$ cat src/rtl/ram_fifo_ctrl.sv
//------------------------------------------------------------------------------
// Module      : ram_fifo_ctrl
// Description : FIFO controller around a 1-cycle-latency single-clock RAM,
//               with a 2-entry first-word-fall-through output buffer.
// Revision    : 1.0 - initial release
//------------------------------------------------------------------------------
`default_nettype none

module ram_fifo_ctrl #(
  parameter int DATA_WIDTH = 8,
  parameter int ADDR_WIDTH = 4,
  parameter int DEPTH      = 16
) (
  input  logic                  clk,
  input  logic                  rst,
  input  logic                  in_valid,
  output logic                  in_ready,
  input  logic [DATA_WIDTH-1:0] in_data,
  output logic                  out_valid,
  input  logic                  out_ready,
  output logic [DATA_WIDTH-1:0] out_data,
  output logic [ADDR_WIDTH:0]   level,
  output logic                  ram_wr_enb,
  output logic [ADDR_WIDTH-1:0] ram_wr_addr,
  output logic [DATA_WIDTH-1:0] ram_wr_data,
  output logic                  ram_rd_enb,
  output logic [ADDR_WIDTH-1:0] ram_rd_addr,
  input  logic [DATA_WIDTH-1:0] ram_rd_data
);

  localparam logic [ADDR_WIDTH:0] c_depth = (ADDR_WIDTH+1)'(DEPTH);

  logic [ADDR_WIDTH-1:0] r_wr_ptr;
  logic [ADDR_WIDTH-1:0] r_rd_ptr;
  logic [ADDR_WIDTH:0]   r_ram_cnt;
  logic                  r_rd_inflight;
  logic [DATA_WIDTH-1:0] r_buf0;
  logic [DATA_WIDTH-1:0] r_buf1;
  logic [1:0]            r_occ;

  logic                  w_push;
  logic                  w_pop;
  logic                  w_rd_issue;
  logic [2:0]            w_credit;
  logic [1:0]            w_slot;

  assign in_ready   = (r_ram_cnt != c_depth);
  assign out_valid  = (r_occ != 2'd0);
  assign out_data   = r_buf0;
  assign w_push     = in_valid & in_ready;
  assign w_pop      = out_valid & out_ready;

  // Buffer slots already claimed after this cycle's pop; a read may only be
  // issued when one slot will still be free when its data lands.
  assign w_credit   = {1'b0, r_occ} + {2'b00, r_rd_inflight} - {2'b00, w_pop};
  assign w_rd_issue = (r_ram_cnt != '0) & (w_credit < 3'd2);
  assign w_slot     = r_occ - {1'b0, w_pop};

  assign ram_wr_enb  = w_push;
  assign ram_wr_addr = r_wr_ptr;
  assign ram_wr_data = in_data;
  assign ram_rd_enb  = w_rd_issue;
  assign ram_rd_addr = r_rd_ptr;

  assign level = r_ram_cnt + (ADDR_WIDTH+1)'(r_rd_inflight) + (ADDR_WIDTH+1)'(r_occ);

  always_ff @(posedge clk) begin
    if (rst) begin
      r_wr_ptr      <= '0;
      r_rd_ptr      <= '0;
      r_ram_cnt     <= '0;
      r_rd_inflight <= 1'b0;
      r_occ         <= 2'd0;
    end else begin
      if (w_push) begin
        r_wr_ptr <= r_wr_ptr + ADDR_WIDTH'(1);
      end
      if (w_rd_issue) begin
        r_rd_ptr <= r_rd_ptr + ADDR_WIDTH'(1);
      end
      case ({w_push, w_rd_issue})
        2'b10:   r_ram_cnt <= r_ram_cnt + (ADDR_WIDTH+1)'(1);
        2'b01:   r_ram_cnt <= r_ram_cnt - (ADDR_WIDTH+1)'(1);
        default: r_ram_cnt <= r_ram_cnt;
      endcase
      r_rd_inflight <= w_rd_issue;
      r_occ         <= w_slot + {1'b0, r_rd_inflight};
    end
  end

  // A capture into slot 0 overrides the shift of buf1 in the same cycle.
  always_ff @(posedge clk) begin
    if (rst) begin
      r_buf0 <= '0;
      r_buf1 <= '0;
    end else begin
      if (w_pop) begin
        r_buf0 <= r_buf1;
      end
      if (r_rd_inflight) begin
        if (w_slot == 2'd0) begin
          r_buf0 <= ram_rd_data;
        end else begin
          r_buf1 <= ram_rd_data;
        end
      end
    end
  end

endmodule

`default_nettype wire

$ cat config.mk
export PLATFORM = sky130hd
export DESIGN_NAME = ram_fifo_ctrl
export DESIGN_NICKNAME = d
export VERILOG_FILES = /design/src/rtl/ram_fifo_ctrl.sv
export SDC_FILE = /design/constraint.sdc
export NUM_CORES = 1
export LEC_CHECK = 0
export BUFFER_PORTS_ARGS = -buffer_cell sky130_fd_sc_hd__buf_2
export CAP_MARGIN = 20
export CORE_MARGIN = 1
export CORE_UTILIZATION = 40
export CTS_CLUSTER_SIZE = 20
export DETAILED_ROUTE_END_ITERATION = 10
export PLACE_DENSITY_LB_ADDON = 0.12
export SLEW_MARGIN = 10
export SYNTH_ARGS = -nofsm -noshare
export SYNTH_HDL_FRONTEND = slang
export SYNTH_SLANG_ARGS = --single-unit
$ cat constraint.sdc
create_clock -name clk -period 6.9 [get_ports clk]
set_clock_uncertainty 0.1 [all_clocks]
set_input_delay 0.69 -clock clk [delete_from_list [all_inputs] [get_ports clk]]
set_output_delay 0.69 -clock clk [all_outputs]
set_load 0.02 [all_outputs]
[After elaboration in Yosys (flattened, before gate mapping)]
Cells that the tools add are included.
Storage, ports and cells
  word-level logic and storage cells: 34
  output and inout port bits: 33
  flip-flop bits (word level): 32
  input port bits: 20
Operators by class
  equal/unequal tests: 3
  $lt $le $gt $ge: 1
  muxes and demuxes: 4
  reductions and logical operators: 5
  add/subtract/negate cells: 10
  bitwise logic cells: 4
Operators by type and width (count)
  $mux W8: 3
  $pmux W5 S2: 1
  $add A4 B1 Y4 const B: 2
  $add A5 B1 Y5: 1
  $add A5 B1 Y5 const B: 1
  $add A5 B2 Y5: 1
  $ne A5 B5 Y1 const B: 1
  $reduce_bool A5 Y1: 1
  $sub A5 B1 Y5 const B: 1
  $reduce_bool A2 Y1: 2
  $add A2 B1 Y3: 1
  $and A1 B1 Y1: 3
  $lt A3 B2 Y1 const B: 1
  $sub A3 B1 Y3: 1
  $add A2 B1 Y2: 1
  $eq A2 B1 Y1 const B: 1
  $eq A2 B2 Y1 const B: 1
  $logic_not A2 Y1: 1
  $reduce_and A2 Y1: 1
  $sub A2 B1 Y2: 1
  $not A1 Y1: 1

[Longest topological paths before layout]
  depth in word-level cells: 7
  mapped depth: 14
  depth with buffers taken out: 14

[Least setup slack after synthesis]
OpenSTA, ideal clock, no wires.
  path type: input port to flip-flop
  start: input out_ready
  end: register r_ram_cnt[4]
  stages on the path: 13
  library setup time: 74 ps
  data required time: 6726 ps
  path buffers: 0
  data arrival time: 3399 ps
  setup slack: 3328 ps
  cell sequence: nand3_2 -> o21ai_0 -> nand2_1 -> fa_1 -> xnor2_1 -> o211ai_4 -> inv_1 -> ha_1 -> ha_1 -> a21oi_1 -> a21oi_1 -> or4_1 -> a21oi_1
Between the ends
  cells in the longest elaborated chain, start to end: 6
  elaborated cells on any way between the ends: 8
  classes of those cells: add/sub (1); order compare (1); eq/ne (2); mux (1); bitwise (2); reduce/logical (1)
Ends and longest elaborated chain
  start: declaration: line 20  | input logic out_ready,
  $and A1 B1 Y1 (*): line 51  | assign w_pop = out_valid & out_ready;
  $sub A3 B1 Y3 (*): line 55  | assign w_credit = {1'b0, r_occ} + {2'b00, r_rd_inflight} - {2'b00, w_pop};
  $lt A3 B2 Y1 (*): line 56  | assign w_rd_issue = (r_ram_cnt != '0) & (w_credit < 3'd2);
  $and A1 B1 Y1 (*): line 56
  net ram_rd_enb: line 26  | output logic ram_rd_enb,
  $eq A2 B1 Y1 or $eq A2 B2 Y1 (tied branches): line 81  | case ({w_push, w_rd_issue})
  $pmux W5 S2 or $reduce_bool A2 Y1 (tied branches)
  end signal: assignment: line 82  | 2'b10: r_ram_cnt <= r_ram_cnt + (ADDR_WIDTH+1)'(1);
  end signal: assignment: line 83  | 2'b01: r_ram_cnt <= r_ram_cnt - (ADDR_WIDTH+1)'(1);
  end signal: assignment: line 84  | default: r_ram_cnt <= r_ram_cnt;
  end: declaration: line 35  | logic [ADDR_WIDTH:0] r_ram_cnt;
The timed path passes the listed nets; every way through them passes the cells marked *.
A chain may end at the register's enable or synchronous reset.

[Worst setup path after layout]
  start: register r_occ[1]
  end: register r_ram_cnt[4]
Between the ends
  cells in the longest elaborated chain, start to end: 7
  elaborated cells on any way between the ends: 10
  classes of those cells: add/sub (2); order compare (1); eq/ne (2); mux (1); bitwise (2); reduce/logical (2)
Ends and longest elaborated chain
  start: declaration: line 39  | logic [1:0] r_occ;
  start signal: assignment: line 87  | r_occ <= w_slot + {1'b0, r_rd_inflight};
  parallel branches: the longest is 2 deep, another holds $add A2 B1 Y3
  $sub A3 B1 Y3 (*): line 55
  $lt A3 B2 Y1 (*): line 56
  $and A1 B1 Y1 (*): line 56
  $eq A2 B1 Y1 or $eq A2 B2 Y1 (tied branches): line 81
  $pmux W5 S2 or $reduce_bool A2 Y1 (tied branches)
Mark *: on every way between the ends.

==> out/qor.csv <==
metric,value,unit
clk sinks,32,
first-pass GRT wire length,5.644,mm
die area,4696,um2
DRC violations left,0,
Max clock buf depth,2,
net count after synthesis,212,
CP Max Fanout,7,
slowest cell delay on critical path,0.54,ns
ANT nets after route,0,
maxcap violations,0,
biggest area consumer among synthesized cells,dfxtp_1,
Worst Tran Pin Value,0.6915,ns
CP required,7.01,ns
met1 usage,18.15,%
Netlist cell types,35,
yosys synthesis warning count,0,
# IOs,53,
Rows,23,
P_leak,1.016,nW
initial core utilization,43.02,%
largest net degree at the start of global routing,35,
All-Layer GR Usage,16.60,%
unrepaired setup endpoints after global routing,no,
CTS tree,built,
vias,1322,
share of post-route cells with drive strength above 1,29.81,%
crit end category,flip-flop,
Hold Crit Class,flip-flop to flip-flop,
CP most frequent cell,a21oi_1,
status,"finished, final reports clean",
met2 usage,29.66,%
synthesized flop and latch total,32,
Core ar.,4115,um2
Port-buffer cells,36,
pwr/cell area,434.3,nW/um2
wire per inst,13.32,um
Max Slew Vio Count,0,
slew margin rel.,53.90,%
Worst path slowest cell,dfxtp_1,
worst setup path category,flip-flop to flip-flop,
critical path cell sequence,"nand3_2, o21ai_0, nand2_1, fa_1, xnor2_1, o211ai_4, inv_1, ha_1, ha_1, a21oi_1, a21oi_1, or4_1, a21oi_1",
final wirelength,3.437,mm
WP buf/inv,1,
top-area cell type share of the netlist area,36.18,%
CTS buffer count,5,
clk slew on worst S/H paths,0.07,ns
CP Data Arrival Time,3.68,ns
Final Util,49.32,%
Final nets,240,
die height,68.53,um
chip width,68.53,um
met3 Track Usage GR,5.428,%
Inserted Diodes,0,
startpoint type of the worst setup path,flip-flop,
H-tree levels,2,
Setup-failing EPs final,0,
worst-skew pair later-pin latency,0.28,ns
Hold Buf Count CTS,0,
period utilization,51.78,%
Final Hold Fails,0,
worst vdd ir,270.8,uV
post-cts sizing count,0,
hpwl dp,2.559,mm
placer congestion estimate,0.8498,
area grow syn2layout,14.63,%
post-synthesis instance total,179,
fmax,279.9,MHz
smallest hold slack,0.4012,ns
gr busiest metal,met2,
First-pass DRT Iterations,4,
number of global-route vias before repair,1281,
total gr overflow,0,
initial antenna violation count,0,
dominant cells by area after synthesis,"dfxtp_1 36%, mux2i_1 11%, ha_1 6.4%",
post-CTS setup buffers,0,
Root Driver,clkbuf_8,
Fin Setup TNS,0,ns
Worst path top cell family by delay,adder cells,
Mapped Avg Cell Area,9.891,um2
final period demand of the worst path,3.572,ns
vias per inst,5.124,
Initial DRC Count,17,
Post-Syn Area,1770,um2
sequential-to-total area share from yosys stat,36.18,%
==> flip-flops by register name, indices dropped and copies added, names as in the netlist <==
register	flops
r_ram_cnt	5
r_occ	2
out_data	8
r_rd_inflight	1
r_buf1	8
ram_wr_addr	4
ram_rd_addr	4
==> cell type report <==
| class | count | area [um2] |
|---|---|---|
| fill | 406 | 2086 |
| multi-input combinational | 121 | 978.4 |
| sequential | 32 | 640.6 |
| timing repair buffer | 36 | 180.2 |
| clock buffer | 7 | 96.34 |
| tap | 50 | 62.56 |
| inverter | 11 | 41.29 |
| clock inverter | 1 | 30.03 |
==> metrics by stage <==
step,setup WS [ns],std cells,area (um2),total power [mW]
2_1_floorplan,3.328,179,1770,0.6155
3_3_place_gp,3.213,250,1903,0.6800
3_5_place_dp,3.101,250,1903,0.6967
4_1_cts,3.331,258,2029,0.8946
5_1_grt,3.003,258,2029,0.9558
6_report,3.328,258,2029,0.8814
==> cells by family (layout without fill, tap and decap cells) <==
| family | after synthesis | after routing | synth area share (%) |
|---|---|---|---|
| compound gates | 24 | 24 | 12.79 |
| xor+xnor | 12 | 12 | 5.936 |
| fa+ha+maj | 13 | 13 | 10.88 |
| buf+inv | 26 | 55 | 8.552 |
| flops | 32 | 32 | 36.18 |
| mux | 19 | 19 | 10.74 |
| simple gates | 53 | 53 | 14.91 |
==> cell usage after synthesis, drive strengths merged <==
master,number
a211oi,8
a21o,1
a21oi,6
and3,2
buf,10
clkbuf,5
dfxtp,32
fa,4
ha,9
inv,11
mux2i,19
nand2,5
nand3,4
nor2,30
nor2b,3
nor4,2
nor4bb,1
o2111ai,1
o211ai,3
o21ai,3
o31ai,2
or2,1
or3,2
or4,3
xnor2,6
xor2,6
==> worst register-to-register path, stage by stage (launching register included) <==
cell and delay [ns]:
dfxtp_1 0.54, nand3_2 0.15, o21ai_0 0.16, nand2_1 0.12, fa_1 0.41, xnor2_1 0.30
o211ai_4 0.17, inv_1 0.11, ha_1 0.25, ha_1 0.30, a21oi_1 0.18, a21oi_1 0.09
or4_1 0.47, a21oi_1 0.14
==> layout by cell type (no fill, tap or decap), drive strengths merged <==
master / Yosys / routed
buf: 10 / 36
dfxtp: 32 / 32
nor2: 30 / 30
mux2i: 19 / 19
inv: 11 / 11
ha: 9 / 9
a211oi: 8 / 8
clkbuf: 5 / 7
xnor2: 6 / 6
xor2: 6 / 6
a21oi: 6 / 6
nand2: 5 / 5
fa: 4 / 4
nand3: 4 / 4
nor2b: 3 / 3
or4: 3 / 3
o21ai: 3 / 3
o211ai: 3 / 3
nor4: 2 / 2
or3: 2 / 2
and3: 2 / 2
o31ai: 2 / 2
or2: 1 / 1
o2111ai: 1 / 1
a21o: 1 / 1
nor4bb: 1 / 1
bufinv: 0 / 1
==> routing by layer <==
| layer | share of wire, % | routed length, um |
|---|---|---|
| met1 | 42 | 1442 |
| met2 | 51 | 1746 |
| met3 | 5.5 | 190 |
| met4 | 1.7 | 57 |
| met5 | 0 | 0 |
==> power by group <==
part	total (mW)	internal, mW	switching, mW
Clock	0.196	0.127	0.0685
Sequential	0.268	0.227	0.0405
Combinational	0.418	0.173	0.245
Total	0.881	0.527	0.354
==> worst paths after layout <==
check                 start            to  slack, ns  depth (start not counted)
hold reg to reg   r_buf1[7]     r_buf1[7]       0.40                          2
setup reg to reg   r_occ[1]  r_ram_cnt[4]       3.33                         13
hold / removal    r_buf1[7]     r_buf1[7]       0.40                          2
setup / recovery   r_occ[1]  r_ram_cnt[4]       3.33                         13
(Power assumes the default switching activity.)
